### src/rtl/collision_detector.sv
// Collision detector: accumulates per-frame head coincidences with apple, body and
// border, then resolves them at each frame boundary into an apple pulse or game over.
module collision_detector #(
  parameter int unsigned HOLDOFF_FRAMES = 2,
  parameter int unsigned CNT_W          = 4
) (
  input  logic       clk,
  input  logic       reset,
  input  logic       startOfFrame,
  input  logic       head_draw,
  input  logic       body_draw,
  input  logic       apple_draw,
  input  logic       border_draw,
  input  logic       restart,
  output logic       collision,
  output logic       game_over,
  output logic [1:0] over_cause
);

  typedef enum logic [1:0] {
    WAIT_FRAME = 2'd0,
    PLAY       = 2'd1,
    HOLDOFF    = 2'd2,
    GAME_OVER  = 2'd3
  } state_t;

  localparam logic [1:0] CAUSE_NONE   = 2'b00;
  localparam logic [1:0] CAUSE_BORDER = 2'b01;
  localparam logic [1:0] CAUSE_BODY   = 2'b10;

  state_t           r_state;
  state_t           w_state_next;
  logic [CNT_W-1:0] r_cnt;
  logic [CNT_W-1:0] w_cnt_next;
  logic             r_hit_apple;
  logic             r_hit_body;
  logic             r_hit_border;
  logic             r_collision;
  logic             w_collision_next;
  logic [1:0]       r_cause;
  logic [1:0]       w_cause_next;

  logic w_hit_apple;
  logic w_hit_body;
  logic w_hit_border;

  assign w_hit_apple  = head_draw & apple_draw;
  assign w_hit_body   = head_draw & body_draw;
  assign w_hit_border = head_draw & border_draw;

  // Resolution looks only at the flags gathered before the startOfFrame cycle.
  always_comb begin
    w_state_next     = r_state;
    w_cnt_next       = r_cnt;
    w_collision_next = 1'b0;
    w_cause_next     = r_cause;
    if (startOfFrame) begin
      unique case (r_state)
        WAIT_FRAME: w_state_next = PLAY;
        PLAY, HOLDOFF: begin
          if (r_hit_border) begin
            w_state_next = GAME_OVER;
            w_cause_next = CAUSE_BORDER;
          end else if (r_hit_body) begin
            w_state_next = GAME_OVER;
            w_cause_next = CAUSE_BODY;
          end else if (r_state == HOLDOFF) begin
            // Counter saturates at zero; leaving HOLDOFF as it gets there.
            if (r_cnt <= CNT_W'(1)) begin
              w_cnt_next   = '0;
              w_state_next = PLAY;
            end else begin
              w_cnt_next = r_cnt - CNT_W'(1);
            end
          end else if (r_hit_apple) begin
            w_collision_next = 1'b1;
            w_cnt_next       = CNT_W'(HOLDOFF_FRAMES);
            w_state_next     = HOLDOFF;
          end
        end
        GAME_OVER: begin
          if (restart) begin
            w_state_next = WAIT_FRAME;
            w_cause_next = CAUSE_NONE;
          end
        end
        default: w_state_next = WAIT_FRAME;
      endcase
    end
  end

  always_ff @(posedge clk) begin
    if (reset) begin
      r_state      <= WAIT_FRAME;
      r_cnt        <= '0;
      r_hit_apple  <= 1'b0;
      r_hit_body   <= 1'b0;
      r_hit_border <= 1'b0;
      r_collision  <= 1'b0;
      r_cause      <= CAUSE_NONE;
    end else begin
      r_state     <= w_state_next;
      r_cnt       <= w_cnt_next;
      r_collision <= w_collision_next;
      r_cause     <= w_cause_next;
      if (startOfFrame) begin
        r_hit_apple  <= w_hit_apple;
        r_hit_body   <= w_hit_body;
        r_hit_border <= w_hit_border;
      end else begin
        r_hit_apple  <= r_hit_apple  | w_hit_apple;
        r_hit_body   <= r_hit_body   | w_hit_body;
        r_hit_border <= r_hit_border | w_hit_border;
      end
    end
  end

  assign collision  = r_collision;
  assign game_over  = (r_state == GAME_OVER);
  assign over_cause = r_cause;

endmodule

### config.mk
export PLATFORM = sky130hd
export DESIGN_NAME = collision_detector
export DESIGN_NICKNAME = d
export VERILOG_FILES = /design/src/rtl/collision_detector.sv
export SDC_FILE = /design/constraint.sdc
export NUM_CORES = 1
export LEC_CHECK = 0
export ABC_CLOCK_PERIOD_IN_PS = 3250
export BUFFER_PORTS_ARGS = -buffer_cell sky130_fd_sc_hd__buf_4
export CORE_AREA = 10 10 47 49
export CTS_BUF_LIST = sky130_fd_sc_hd__clkbuf_4
export CTS_CLUSTER_SIZE = 24
export DETAILED_ROUTE_END_ITERATION = 16
export DIE_AREA = 0 0 57 59
export GPL_TIMING_DRIVEN = 0
export MAX_ROUTING_LAYER = met4
export PLACE_DENSITY = 0.74
export SLEW_MARGIN = 20
export SYNTH_ARGS = -nofsm -noshare
export SYNTH_HDL_FRONTEND = slang
export SYNTH_SLANG_ARGS = --single-unit
### constraint.sdc
create_clock -name clk -period 3.25 [get_ports clk]
set_input_delay 0 -clock clk [delete_from_list [all_inputs] [get_ports clk]]
set_output_delay 0 -clock clk [all_outputs]
set_load 0.01 [all_outputs]
After elaboration in Yosys (flattened, before gate mapping):

Cells that the tools add are included.

* add/subtract/negate cells: 1
* $lt $le $gt $ge: 1
* equal/unequal tests: 7
* multiplexer cells: 17
* bitwise gates (word level): 10
* reduce and logical (&&, ||, !) cells: 8

Operator list (number)
* 2-to-1 mux 2 bit: 8
* 2-to-1 mux 4 bit: 3
* inequality test 5 bit (second input constant): 2
* AND reduction 4 bit: 2
* case mux 2 bit (3 select lines): 1
* OR reduction 6 bit: 1
* AND reduction 5 bit: 1
* equality test 2 bit (second input constant): 2
* less-or-equal comparator 4 x 1 -> 1 bit (second input constant): 1
* 2-to-1 mux 1 bit: 4
* inverter 1 bit: 4
* case mux 2 bit (2 select lines): 1
* nonzero test 2 bit: 2
* subtractor 4 x 1 -> 4 bit (second input constant): 1
* bitwise AND 1 bit: 3
* inequality test 3 bit (second input constant): 1
* OR 1 bit: 3
* equality test 2 x 1 -> 1 bit (second input constant): 1
* zero test 2 bit: 1
* inequality test 2 bit (second input constant): 1
* OR reduction 2 bit: 1

* register bits: 12
* output and inout port bits: 4
* logic and storage cells: 51

Depth between registers and ports, before layout:

* depth in word-level cells: 6
* depth in mapped cells: 7
* gate-level depth less buffers: 6

Worst setup path before layout:

No wires, ideal clock.

* path type: register to register
* from: reg r_state[1]
* to: reg r_state[0]
* arrival: 1.555 ns
* required time: 3.129 ns
* slack: 1.574 ns
* stages on the path, launching flop included: 7
* path buffers: 0
* path through: dfxtp_1 inv_1 ha_1 or3b_4 nand3_2 o31ai_4 mux2_4

* cells in the longest elaborated chain, start to end: 5
* elaborated cells on any way between the ends: 13
* those cells by class: eq/ne (6); mux (4); reduce/logical (3)

Ends and longest elaborated chain
* start: declaration: line 31 `state_t r_state;`
* start signal: assignment: line 102 `r_state <= w_state_next;`
* equality test 2 bit: line 58, 67
* 2-to-1 mux 2 bit: line 67 `end else if (r_state == HOLDOFF) begin`
* 2-to-1 mux 2 bit: line 64 `end else if (r_hit_body) begin`
* 2-to-1 mux 2 bit: line 61 `if (r_hit_border) begin`
* case mux 2 bit (3 select lines): line 58 `unique case (r_state)`

Several ways; a longest one is shown, not always the timed one.
A chain may end at the register's enable or synchronous reset.

Final worst setup path:

Ends and elaborated chain as after synthesis.

==> reports/qor.csv <==
stage;metric;value;unit
finish;diodes;0;
global_route;antenna_found_initial;0;
critical_path;cp.arrival;1.96;ns
timing;period_share;55.1;%
detailed_routing;wl_per_cell;13.4;um
clocking;cts_tree;yes;
clocking;cts_max_level;1;
critical_path;path_buf_inv;1;
synthesis;synth_largest_area_cell;dfxtp_1;
floorplanning;pin_count;12;
floorplanning;start_util;48.6;%
floorplanning;die_area;3360;um^2
detailed_routing;drc;0;
timing;rsz0062_at_grt;no;
global_route;grt_pass1_wl;2.56;mm
critical_path;crit_path_end_kind;register;
synthesis;synth.distinct_cells;34;
detailed_routing;routed_wl;1.53;mm
min_path;min_from;reset;
pwr;finalPower;0.341;mW
critical_path;cp_max_fo;5;
timing;finalSetupViolations;0;
finish;finalNetCount;112;
flow_run;drv_cap;0;
timing;min_period;1.79;ns
finish;area_growth_syn_to_layout;27.8;%
synthesis;syn_nets;90;
timing;drv_slew;0;
pwr;p_leak;0.352;nW
global_route;track_usage;9.65;%
detailed_routing;dr.pass1.iters;4;
timing;maxSlewHeadroom;69.3;%
pwr;ir_drop;257;uV
timing;skew;0.00672;ns
synthesis;syn_area;681;um^2
global_route;grt_max_degree;11;
synthesis;syn_avg_cell_area;8.84;um^2
pwr;power_density;392;nW/um^2
place;gp_congestion;0.801;
detailed_routing;drt-initial-drc-count;9;
critical_path;critPathRequiredTime;3.42;ns
timing;tightest_slew;0.460;ns
clocking;cts_sinks;12;
clocking;ctsLongestPathBuffers;2;
timing;finalHoldViolations;0;
synthesis;yosys.area.top_type_share;35.3;%
critical_path;rr_worst_depth;6;
critical_path;cp_cell_sequence;inv_1 -> ha_1 -> or3b_4 -> nand3_2 -> o31ai_4 -> mux2_4;
synthesis;ys_ff_latch;12;
floorplanning;die_y;59;um
clocking;cts_buffers;3;
synthesis;yosys_warnings;0;
floorplanning;fp-row-count;14;
global_route;grt_pass1_vias;627;
critical_path;start_kind;register;
finish;layout_common_cells;dfxtp_1, buf_4, nor2_1;
clocking;clock_latency;0.28;ns
synthesis;synth_cells;77;
global_route;gr-total-overflow;0;
finish;final_common_cell;dfxtp_1;
outcome;outcome;complete, no violations;
detailed_routing;antenna_left;0;
synthesis;ys_seq_area_share;35.3;%
place;port_buffers;11;
critical_path;crit_type;reg2reg;
critical_path;r2r_end;r_state[0];
timing;timing.setup.tns;0;ns
synthesis;netlist_top_cells_area;dfxtp_1, ha_1, nor2_1;
detailed_routing;routed_via_density;5.62;
finish;drive_gt1_share;22.4;%
critical_path;crit_family;simple AND/OR/NAND/NOR gates;
floorplanning;coreArea;1400;um^2
min_path;whs_endpoint;r_state[1];
critical_path;r2r_slack;1.46;ns
critical_path;critPathSlowestCell;or3b_4;
place;hpwl;1.03;mm
min_path;holdPathStages;3;
finish;final_area;870;um^2
clocking;cts.reportedPaths.clkPinSlew;0.08;ns
critical_path;critPathMaxStageDelay;0.41;ns
place;dpl_cell_area;783;um^2
clocking;cts_root_buffer;clkbuf_4;
floorplanning;die_w;57;um
critical_path;reg2reg_from;r_state[1];
min_path;hold_class;in2reg;
detailed_routing;vias;641;
timing;fmax;559;MHz
where the power goes:
| group | total, mW | switching, mW | internal (mW) |
|---|---|---|---|
| Sequential | 0.161 | 0.00612 | 0.155 |
| Clock | 0.0955 | 0.0510 | 0.0446 |
| Combinational | 0.0840 | 0.0392 | 0.0448 |
routing by layer:
layer	vias to the layer above	wire length, um	global-route usage [%]
met5	-	0	-
li1	320	-	-
met3	5	64	3.00
met4	0	33	6.04
met1	305	660	9.76
met2	11	773	16.0
worst register-to-register path, cell delays in order, from the launching register on:
cell,delay [ns]
dfxtp_1,0.38
inv_1,0.06
ha_1,0.34
or3b_4,0.41
nand3_2,0.11
o31ai_4,0.09
mux2_4,0.29
registers in the layout (all words and copies together) (netlist names):
register / cells
collision: 1
over_cause: 2
r_cnt: 4
r_hit_apple: 1
r_hit_body: 1
r_hit_border: 1
r_state: 2
stage by stage:
stage	instances	worst slack [ns]	hold slack [ns]	util (%)
finish	114	1.46	0.0314	62.1
detailed placement	104	1.48	0.242	55.9
global route	114	1.37	0.0501	62.1
floorplan	77	1.57	0.144	-
global placement	104	1.49	0.234	55.9
CTS	114	1.45	0.0361	62.1
cell usage after synthesis:
library cell and instances:
a21oi_1 4, a22oi_1 3, a31oi_1 1, clkbuf_1 1, clkbuf_2 1, dfxtp_1 12
ha_1 5, inv_1 7, mux2_4 1, mux2i_1 1, nand2_1 6, nand2b_1 1
nand3_1 2, nand3_2 1, nand4_2 1, nand4bb_1 1, nor2_1 9, nor2_2 1
nor3_1 1, nor3b_1 1, nor4_1 1, nor4b_1 1, o211ai_1 1, o311ai_0 1
o31a_1 1, o31ai_1 2, o31ai_4 1, o32ai_1 1, or2_1 1, or2_2 1
or2b_1 1, or3_1 3, or3b_1 1, or3b_4 1
cells by family after synthesis:
kind of cell / Yosys count / synth area share [%]
adder cells (fa/ha/maj): 5 / 9.19
AND/OR/NAND/NOR: 34 / 29.2
AO/OA/AOI/OAI: 15 / 17.5
buffers and inverters: 9 / 5.15
multiplexers: 2 / 3.68
flip-flops: 12 / 35.3
worst max path at each step:
stage               start         end  slack [ns]  cells after the start
3_3_place_gp   r_state[1]  r_state[0]        1.49                      6
3_5_place_dp   r_state[1]  r_state[0]        1.48                      6
6_report       r_state[1]  r_state[0]        1.46                      6
5_1_grt        r_state[1]  r_state[0]        1.37                      6
2_1_floorplan  r_state[1]  r_state[0]        1.57                      6
4_1_cts        r_state[1]  r_state[0]        1.45                      6
cell type report:
cell class                 count  area [um^2]
inverter                       7         26.3
fill                         136          532
tap                           16         20.0
clock buffer                   3         22.5
timing repair buffer          17          143
buffer                         2         8.76
clock inverter                 1         3.75
multi-input combinational     56          405
sequential                    12          240
repair_timing:
action / 4_1_cts / 5_1_grt
gates resized for setup: 0 / 0
hold buffers: 6 / 0
setup endpoints to repair: 0 / 0
endpoints found under the hold margin: 3 / 0
setup buffers: 0 / 0
No activity file was read; power rests on OpenSTA's default activity.
